### src/rtl/dice_pkg.sv
// Shared types and helpers for the multi-die roller: FSM encoding,
// 7-segment decode and multi-nibble BCD arithmetic.
package dice_pkg;

  localparam int MAX_DIGITS = 4;
  localparam int BCD_W      = 4 * MAX_DIGITS;

  typedef enum logic {
    IDLE = 1'b0,
    ROLL = 1'b1
  } roll_state_e;

  // Segment order {g,f,e,d,c,b,a}; anything that is not a decimal digit is blank.
  function automatic logic [6:0] seg_decode(input logic [3:0] digit);
    logic [6:0] code;
    case (digit)
      4'd0:    code = 7'b0111111;
      4'd1:    code = 7'b0000110;
      4'd2:    code = 7'b1011011;
      4'd3:    code = 7'b1001111;
      4'd4:    code = 7'b1100110;
      4'd5:    code = 7'b1101101;
      4'd6:    code = 7'b1111101;
      4'd7:    code = 7'b0000111;
      4'd8:    code = 7'b1111111;
      4'd9:    code = 7'b1101111;
      default: code = 7'b0000000;
    endcase
    return code;
  endfunction

  function automatic logic [BCD_W-1:0] bcd_dec(input logic [BCD_W-1:0] value);
    logic [BCD_W-1:0] res;
    logic             borrow;
    logic [3:0]       nib;
    res    = value;
    borrow = 1'b1;
    for (int i = 0; i < MAX_DIGITS; i++) begin
      nib = value[4*i +: 4];
      if (borrow) begin
        if (nib == 4'd0) begin
          res[4*i +: 4] = 4'd9;
        end else begin
          res[4*i +: 4] = nib - 4'd1;
          borrow        = 1'b0;
        end
      end
    end
    return res;
  endfunction

  // A usable die size is non-zero with every nibble a decimal digit.
  function automatic logic bcd_ok(input logic [BCD_W-1:0] value);
    logic ok;
    ok = (value != '0);
    for (int i = 0; i < MAX_DIGITS; i++) begin
      if (value[4*i +: 4] > 4'd9) ok = 1'b0;
    end
    return ok;
  endfunction

endpackage

### src/rtl/dice_debounce.sv
// Single-channel tick-sampled debouncer: the level flips after DEB_SAMPLES
// consecutive tick samples disagree with it.
module dice_debounce
  import dice_pkg::*;
#(
  parameter int DEB_SAMPLES = 3
) (
  input  logic clk,
  input  logic rst_n,
  input  logic tick,
  input  logic btn,
  output logic level
);

  logic [3:0] match_cnt;

  always_ff @(posedge clk or negedge rst_n) begin
    if (!rst_n) begin
      match_cnt <= '0;
      level     <= 1'b0;
    end else if (tick) begin
      if (btn != level) begin
        if (match_cnt == 4'(DEB_SAMPLES - 1)) begin
          level     <= ~level;
          match_cnt <= '0;
        end else begin
          match_cnt <= match_cnt + 4'd1;
        end
      end else begin
        match_cnt <= '0;
      end
    end
  end

endmodule

### src/rtl/dice_roller_mux.sv
// Multi-die roller: debounced channels pick a die, a BCD value cycles while
// held and freezes on release; result shown on a multiplexed 7-seg display.
//
// state | meaning
// IDLE  | result frozen; waits for a re-armed press on any channel
// ROLL  | result cycles sides..1 while the selected channel stays held
module dice_roller_mux
  import dice_pkg::*;
#(
  parameter int NUM_DICE    = 7,
  parameter int NUM_DIGITS  = 3,
  parameter logic [NUM_DICE*4*NUM_DIGITS-1:0] SIDES_BCD =
    {12'h100, 12'h020, 12'h012, 12'h010, 12'h008, 12'h006, 12'h004},
  parameter int PRESCALE_W  = 10,
  parameter int DEB_SAMPLES = 3,
  parameter int SCAN_W      = 2
) (
  input  logic                    clk,
  input  logic                    rst_n,
  input  logic [NUM_DICE-1:0]     btn,
  output logic [6:0]              seg,
  output logic [NUM_DIGITS-1:0]   digit_en,
  output logic [4*NUM_DIGITS-1:0] result_bcd,
  output logic                    result_valid,
  output logic                    rolling
);

  localparam int RW    = 4 * NUM_DIGITS;
  localparam int SEL_W = (NUM_DICE > 1) ? $clog2(NUM_DICE) : 1;
  localparam int IDX_W = (NUM_DIGITS > 1) ? $clog2(NUM_DIGITS) : 1;

  if (NUM_DICE < 1 || NUM_DICE > 8) begin : g_bad_dice
    $error("dice_roller_mux: NUM_DICE must be 1..8");
  end
  if (NUM_DIGITS < 1 || NUM_DIGITS > MAX_DIGITS) begin : g_bad_digits
    $error("dice_roller_mux: NUM_DIGITS must be 1..4");
  end
  if (DEB_SAMPLES < 2 || DEB_SAMPLES > 15) begin : g_bad_deb
    $error("dice_roller_mux: DEB_SAMPLES must be 2..15");
  end
  for (genvar c = 0; c < NUM_DICE; c++) begin : g_chk_sides
    if (!bcd_ok(BCD_W'(SIDES_BCD[c*RW +: RW]))) begin : g_bad_sides
      $error("dice_roller_mux: die size entry out of range");
    end
  end

  function automatic logic [RW-1:0] sides_of(input logic [SEL_W-1:0] ch);
    return SIDES_BCD[int'(ch)*RW +: RW];
  endfunction

  // Prescaler and debouncers
  logic [PRESCALE_W-1:0] prescaler;
  logic                  tick;
  logic [NUM_DICE-1:0]   deb;

  always_ff @(posedge clk or negedge rst_n) begin
    if (!rst_n) prescaler <= '0;
    else        prescaler <= prescaler + 1'b1;
  end

  assign tick = (prescaler == '0);

  for (genvar c = 0; c < NUM_DICE; c++) begin : g_deb
    dice_debounce #(.DEB_SAMPLES(DEB_SAMPLES)) u_deb (
      .clk   (clk),
      .rst_n (rst_n),
      .tick  (tick),
      .btn   (btn[c]),
      .level (deb[c])
    );
  end

  // Roll state machine
  roll_state_e      state, state_nxt;
  logic [SEL_W-1:0] sel, sel_nxt, first_high;
  logic [RW-1:0]    result_nxt;
  logic [BCD_W-1:0] dec_full;
  logic             armed, armed_nxt;

  always_ff @(posedge clk or negedge rst_n) begin
    if (!rst_n) begin
      state      <= IDLE;
      sel        <= '0;
      result_bcd <= RW'(1);
      armed      <= 1'b1;
    end else begin
      state      <= state_nxt;
      sel        <= sel_nxt;
      result_bcd <= result_nxt;
      armed      <= armed_nxt;
    end
  end

  always_comb begin
    first_high = '0;
    for (int i = NUM_DICE - 1; i >= 0; i--) begin
      if (deb[i]) first_high = SEL_W'(i);
    end
  end

  always_comb begin
    state_nxt    = state;
    sel_nxt      = sel;
    result_nxt   = result_bcd;
    armed_nxt    = armed;
    result_valid = 1'b0;
    dec_full     = bcd_dec(BCD_W'(result_bcd));
    case (state)
      IDLE: begin
        // A release with other channels still held must not chain into a new roll.
        if (deb == '0) begin
          armed_nxt = 1'b1;
        end else if (armed) begin
          sel_nxt    = first_high;
          result_nxt = sides_of(first_high);
          state_nxt  = ROLL;
        end
      end
      ROLL: begin
        if (deb[sel]) begin
          if (result_bcd == RW'(1)) result_nxt = sides_of(sel);
          else                      result_nxt = dec_full[RW-1:0];
        end else begin
          state_nxt    = IDLE;
          armed_nxt    = 1'b0;
          result_valid = 1'b1;
        end
      end
      default: state_nxt = IDLE;
    endcase
  end

  assign rolling = (state == ROLL);

  // Display scan
  logic [SCAN_W-1:0]     scan_cnt;
  logic [IDX_W-1:0]      scan_idx;
  logic [NUM_DIGITS-1:0] show;
  logic                  higher_nz;

  always_ff @(posedge clk or negedge rst_n) begin
    if (!rst_n) begin
      scan_cnt <= '0;
      scan_idx <= '0;
    end else begin
      scan_cnt <= scan_cnt + 1'b1;
      if (scan_cnt == '1) begin
        if (scan_idx == IDX_W'(NUM_DIGITS - 1)) scan_idx <= '0;
        else                                    scan_idx <= scan_idx + 1'b1;
      end
    end
  end

  always_comb begin
    higher_nz = 1'b0;
    show      = '0;
    for (int i = NUM_DIGITS - 1; i >= 0; i--) begin
      higher_nz = higher_nz | (result_bcd[4*i +: 4] != 4'd0);
      show[i]   = higher_nz | (i == 0);
    end
  end

  always_comb begin
    seg      = seg_decode(result_bcd[int'(scan_idx)*4 +: 4]);
    digit_en = '0;
    if (!rolling) digit_en[scan_idx] = show[scan_idx];
  end

endmodule

### config.mk
export PLATFORM = sky130hd
export DESIGN_NAME = dice_roller_mux
export DESIGN_NICKNAME = d
export VERILOG_FILES = /design/src/rtl/dice_pkg.sv /design/src/rtl/dice_debounce.sv /design/src/rtl/dice_roller_mux.sv
export SDC_FILE = /design/constraint.sdc
export NUM_CORES = 1
export LEC_CHECK = 0
export CORE_MARGIN = 3
export CORE_UTILIZATION = 53
export CTS_CLUSTER_DIAMETER = 40
export DETAILED_ROUTE_END_ITERATION = 12
export PLACE_DENSITY_LB_ADDON = 0.08
export SYNTH_ARGS = -nofsm -noshare
export SYNTH_HDL_FRONTEND = slang
export SYNTH_SLANG_ARGS = --single-unit
### constraint.sdc
create_clock -name clk -period 1.79 [get_ports clk]
set_input_delay 0.2685 -clock clk [delete_from_list [all_inputs] [get_ports clk]]
set_output_delay 0.2685 -clock clk [all_outputs]
set_load 0.02 [all_outputs]
Word-level counts from Yosys, hierarchy flattened. Memories as Yosys holds them, arrays and structs flattened. Index checks and enable logic that the tools add are counted.

Flip-flop bits (word level): 66. ROM bits: 112. Input port bits: 9. Output and inout bits: 24. Memories: 1.

Add/sub/neg operators: 13. $mul: 2. Order comparisons: 3. Equality and inequality tests: 24. Shift operators: 3. Mux-type cells: 51. Bitwise logic cells: 11. Reductions and logical operators: 20.

Memory list: (name not given) (depth 16, width 7, rd ports 1, clocked after Yosys merged registers in 0, write ports 0, RTL line dice_pkg.sv:16) `case (digit)`.

Operator list (count): 84-bit by 8-bit variable part select with 12-bit output, first input constant (2); 4-bit 2-to-1 mux (19); 12-bit 2-to-1 mux (4); 4-bit by 1-bit adder with 4-bit output, second input constant (7); 4-bit by 2-bit == test with 1-bit output, second input constant (7); 3-bit AND reduction (9); 3-bit 2-to-1 mux (8); 12-bit one-hot mux with 2 select lines (1); 1-bit 2-to-1 mux (13); 12-bit by 1-bit == test with 1-bit output, second input constant (1); 4-bit logical NOT (3); 12-bit by 5-bit variable part select with 4-bit output (1); 4-bit by 1-bit subtractor with 4-bit output, second input constant (3); 10-bit by 1-bit adder with 10-bit output, second input constant (1); 10-bit logical NOT (1); 3-bit by 2-bit multiplier with 5-bit output, second input constant (2); 1-bit NOT (9); 2-bit inequality test, second input constant (4); 4-bit AND reduction (2); 4-bit nonzero test (2); 7-bit logical NOT (1); 1-bit inequality test (7); 3-bit by 1-bit inequality test with 1-bit output, second input constant (2); 2-bit by 1-bit adder with 2-bit output, second input constant (2); other kinds (14) (16).

Logic depth before layout (Yosys ltp).
Depth in word-level cells: 12. Mapped depth: 10. Mapped depth without buffers: 8.

Cells and area by module. Synthesis repeated with hierarchy kept, for this count alone.

Cells, all modules: 406. Area total of the unflattened synthesis: 4058.9 µm².

Modules (own cells, without submodules): dice_roller_mux (times used 1, cells an instance 245, area each 2140.8 µm²); dice_debounce (times used 7, cells an instance 23, area each 274.0 µm²).

Worst setup path after synthesis. No wires, ideal clock.

Path kind: register to output. Start point: register result_bcd[0]. End point: output seg[3]. Arrival: 2.003 ns. Setup slack: -0.482 ns. Cell stages (with the launch flop): 7. Buffers on the path: 1. Cells stage by stage: dfstp_2 > clkbuf_1 > mux2i_1 > o21a_1 > ha_1 > inv_1 > o21ai_0.

Word-level cells in the longest chain between the ends: 2.

RTL lines: start: declaration (RTL line dice_roller_mux.sv:23) `output logic [4*NUM_DIGITS-1:0] result_bcd,`; start signal: assignment (RTL line dice_roller_mux.sv:89) `result_bcd <= result_nxt;`; 12-bit by 5-bit variable part select with 4-bit output (RTL line dice_roller_mux.sv:164) `seg = seg_decode(result_bcd[int'(scan_idx)*4 +: 4]);`; memory 16 x 7 bit; end: declaration (RTL line dice_roller_mux.sv:21) `output logic [6:0] seg,`.

Every way passes these cells.

Worst setup path after layout.
Start point: register scan_idx[1]. End point: output seg[1].

Word-level cells in the longest chain between the ends: 2.

RTL lines: start: declaration (RTL line dice_roller_mux.sv:137) `logic [IDX_W-1:0] scan_idx;`; start signal: assignment (RTL line dice_roller_mux.sv:149) `else scan_idx <= scan_idx + 1'b1;`; 12-bit by 5-bit variable part select with 4-bit output (RTL line dice_roller_mux.sv:164); memory 16 x 7 bit.

Every way passes these cells.

==> implementation parameters <==
Parameter                              Value

Power
  Sw Ratio ... 24.2%
  Pint ... 2.24 mW
  LEAKAGE ... 2.84 nW
  NetSw ... 0.716 mW
  Peak VDD IR ... 0.000472 V
  Portion of total power attributed to combinational logic ... 4.1%
  Clk pwr share ... between 40% and 50%
  Total power consumption of the routed design ... about 3.0 mW
  Total power per unit cell area ... 478 mW/mm^2
  Reg power frac ... 51.7%

Yosys
  Number of cells produced by synthesis ... 430
  Share of synthesized cell area in and, or, nand and nor gates ... between 20% and 30%
  Proportion of synthesized chip area in sequential cells ... 40.5%
  Synthesized area ... 0.00408 sq mm
  Net count of the mapped netlist ... around 460
  Average instance area after synthesis ... between 9 and 10 sq um
  Post-synth top flop ... dfrtp_1
  Synthesized-area fraction occupied by xor and xnor cells ... 3.86%
  Warning count from the yosys run ... 0
  Count of distinct cell types in the synthesized netlist ... 67
  Number of synthesized register bits ... 66
  Synth Area in Compound Gates ... 16.6%
  Share of cell area taken by muxes after synthesis ... 5.64%
  Adder-cell share of the synthesized area ... 7.66%
  Synth async-reset ratio ... 100%
  Main combinational cell family by area after synthesis ... simple AND/OR/NAND/NOR gates
  Number of enable-type register cells in the synthesized netlist ... 0

Die
  Num rows ... 31
  Area of the die ... 0.00879 sq mm
  Area of the core ... 0.00737 sq mm
  Y dimension of the die ... around 94 microns
  Starting density of the core ... 55.4%
  I/O pins ... 33
  Width of the die ... ~94 microns

Critical path
  Required time reported for the critical path endpoint ... approximately 1.5 ns
  Critical Path AT ... about 2.1 ns
  Critical path class ... reg2out
  Highest fanout seen on the critical path ... 6
  Endpoint kind of the worst setup timing path ... primary output
  Critical path launch point type ... flop

STA
  Setup ws final ... -0.554 ns
  Final count of negative-setup-slack endpoints ... 31
  Maximum clock frequency ... 427 MHz
  RSZ-0062 raised after global routing ... true
  Relative slew slack ... 62.7%
  Number of slew-limit violations in the final report ... 0
  Final hold violation count ... 0
  Clock skew ... about 0.010 ns
  Final worst-path cycle share ... 131%
  Final worst path period need ... 2.34 ns
  Final Hold Slack ... roughly 0.46 ns
  Pin slew with the least headroom to its limit ... 0.555 ns
  Sum of negative setup slack ... -8.25 ns

Clock tree
  Clock transition time at the flip-flop clock pins of the worst setup and hold paths ... 0.08 ns
  Clock tree from TritonCTS ... done
  Number of clock buffers inserted by TritonCTS ... 9
  Insertion delay of the later-clocked pin in the worst-skew pair ... 0.35 ns
  H-tree depth reported by CTS ... 3
  Largest buffer count on any clock path ... 2
  Root Buffer Master ... clkbuf_8
  Number of sinks on the clock net ... 66

Global routing
  Antenna violations before repair ... 0
  Global route overflow ... 0
  First-pass GRT wire length ... 17700 microns
  GRT Resource Usage Total ... 25.6%
  Maximum number of pins on one net before global-route repair ... 67
  Vias in the first global route ... 3646

Placed design
  Worst slack at placement ... -0.657 ns
  Placed cell areas ... 0.00510 sq mm
  HPWL after DPL ... approximately 7000 microns
  Global placement routability congestion ... slightly above 0.8
  Port buffer count ... 32

Job
  Count of max-cap constraint violations ... 0

Final layout
  Growth of design area from synthesis to finish ... 51.6%
  Fill cell count ... 394
  Top library cells by usage in the layout, fill and taps aside ... 89 x buf_4, 56 x dfrtp_1, 29 x buf_6
  NumNets Final ... 596
  Number of antenna diodes ... 0
  Cell area after layout ... ~0.0062 sq mm
  Most common cell after layout, fill and taps aside ... buf_4
  Share of final-layout standard cells stronger than drive strength 1 ... 46.7%

Detailed routing
  Antenna Violating Nets Remaining ... 0
  Detail-routed via count per cell ... just under 6
  First-pass DRT Iterations ... 5
  Average detailed-routed wire length per instance ... 19.5 microns
  Number of vias in the routed layout ... 3938
  DRT iter0 DRCs ... 308
  Post-route DRC ... 0
  Final WL ... 13000 microns

Outcome
  Outcome ... complete, but fails checks
  Violations in the final reports ... setup timing

Worst hold path
  Class of the most critical hold timing path ... in2async
-- area by class of cell --
type                       instances  area [sq um]  share of cell area (%)
multi-input combinational        319          2850                    46.0
sequential                        66          1660                    26.9
timing repair buffer             143          1260                    20.4
clock buffer                      12           145                    2.34
tap                               99           124                    2.00
inverter                          23          91.3                    1.48
clock inverter                     4          51.3                   0.829
-- cell usage after synthesis (3+ instances only) --
cell      count  area share [%]
a21oi_1      11             1.3
a22o_1        3            0.64
and3_1        3            0.46
buf_2         7            0.86
clkbuf_1     12             1.1
dfrtp_1      64              39
ha_1         25             7.7
inv_1        23             2.1
mux2_2       12             3.3
mux2i_1       8             2.0
nand2_1      32             2.9
nand2b_1     16             2.5
nand3_1      17             2.1
nand4_1       4            0.61
nor2_1       25             2.3
nor2b_1      17             2.6
nor3_1       11             1.3
nor3b_1       7             1.3
nor4_1        3            0.46
o21ai_0      37             4.5
o311ai_0      3            0.64
o31ai_1      14             2.6
or2_2         7             1.1
xnor2_1       5             1.1
xor2_1       13             2.8
-- worst max-delay path, cell delays in order (launching register included) --
cell and delay, ns:
dfrtp_2 0.47, nor2b_4 0.17, nand2_1 0.07, o21a_1 0.15
buf_6 0.14, buf_6 0.11, ha_4 0.27, inv_4 0.04
a21oi_4 0.14, nor2_4 0.05, buf_6 0.13
-- per-layer routing --
layer / GRT usage, % / vias up / routed length [microns] / share of wire (%)
li1: - / 1785 / - / -
met1: 32.0 / 1935 / 5310 / 41
met2: 43.9 / 165 / 6530 / 50
met3: 5.53 / 53 / 643 / 5.0
met4: 8.54 / 0 / 488 / 3.8
met5: 0 / - / 0 / 0
-- power by group through the flow --
stage	Sequential, mW	Combinational [mW]	Clock, mW
4_1_cts	1.52	0.105	1.31
5_1_grt	1.53	0.136	1.38
6_report	1.53	0.121	1.31
3_5_place_dp	1.55	0.103	0
2_1_floorplan	1.55	0.0378	0
3_3_place_gp	1.55	0.0989	0
-- through the flow --
step / instances / util [%]
detailed placement: 613 / 69.2
finish: 666 / 84.0
floorplan: 430 / -
global placement: 613 / 69.2
CTS: 646 / 76.2
global route: 666 / 84.0
-- state kept, by name, indices dropped and copies added (netlist names) --
register	flops
armed	1
prescaler	10
g_deb.u_deb.level	7
g_deb.u_deb.match_cnt	28
scan_idx	2
result_bcd	12
rolling	1
scan_cnt	2
sel	3
-- logic make-up after synthesis --
family | count (synthesis)
mux | 21
buf+inv | 45
flops | 66
simple gates | 158
fa+ha+maj | 25
xor+xnor | 18
compound gates | 97
-- final timing paths --
| check | slack [ns] | depth (start not counted) | from | endpoint |
|---|---|---|---|---|
| min in group clk | 0.46 | 1 | scan_cnt[0] | scan_cnt[0] |
| setup / recovery | -0.55 | 10 | scan_idx[1] | seg[1] |
| max in group asynchronous | 0.98 | 3 | rst_n | result_bcd[0] |
| hold / removal | 0.46 | 3 | rst_n | g_deb[4].u_deb.match_cnt[1] |
| setup reg to reg | -0.50 | 9 | result_bcd[8] | result_bcd[11] |
| hold reg to reg | 0.46 | 1 | scan_cnt[0] | scan_cnt[0] |
-- what timing repair did --
action	4_1_cts	5_1_grt
hold buffers	1	0
pin swaps	26	34
cloned	0	4
endpoints found under the hold margin	64	0
buffers inserted	19	18
endpoints found under the setup margin	40	51
resized for setup	110	137
No activity file was read; power rests on OpenSTA's default activity.
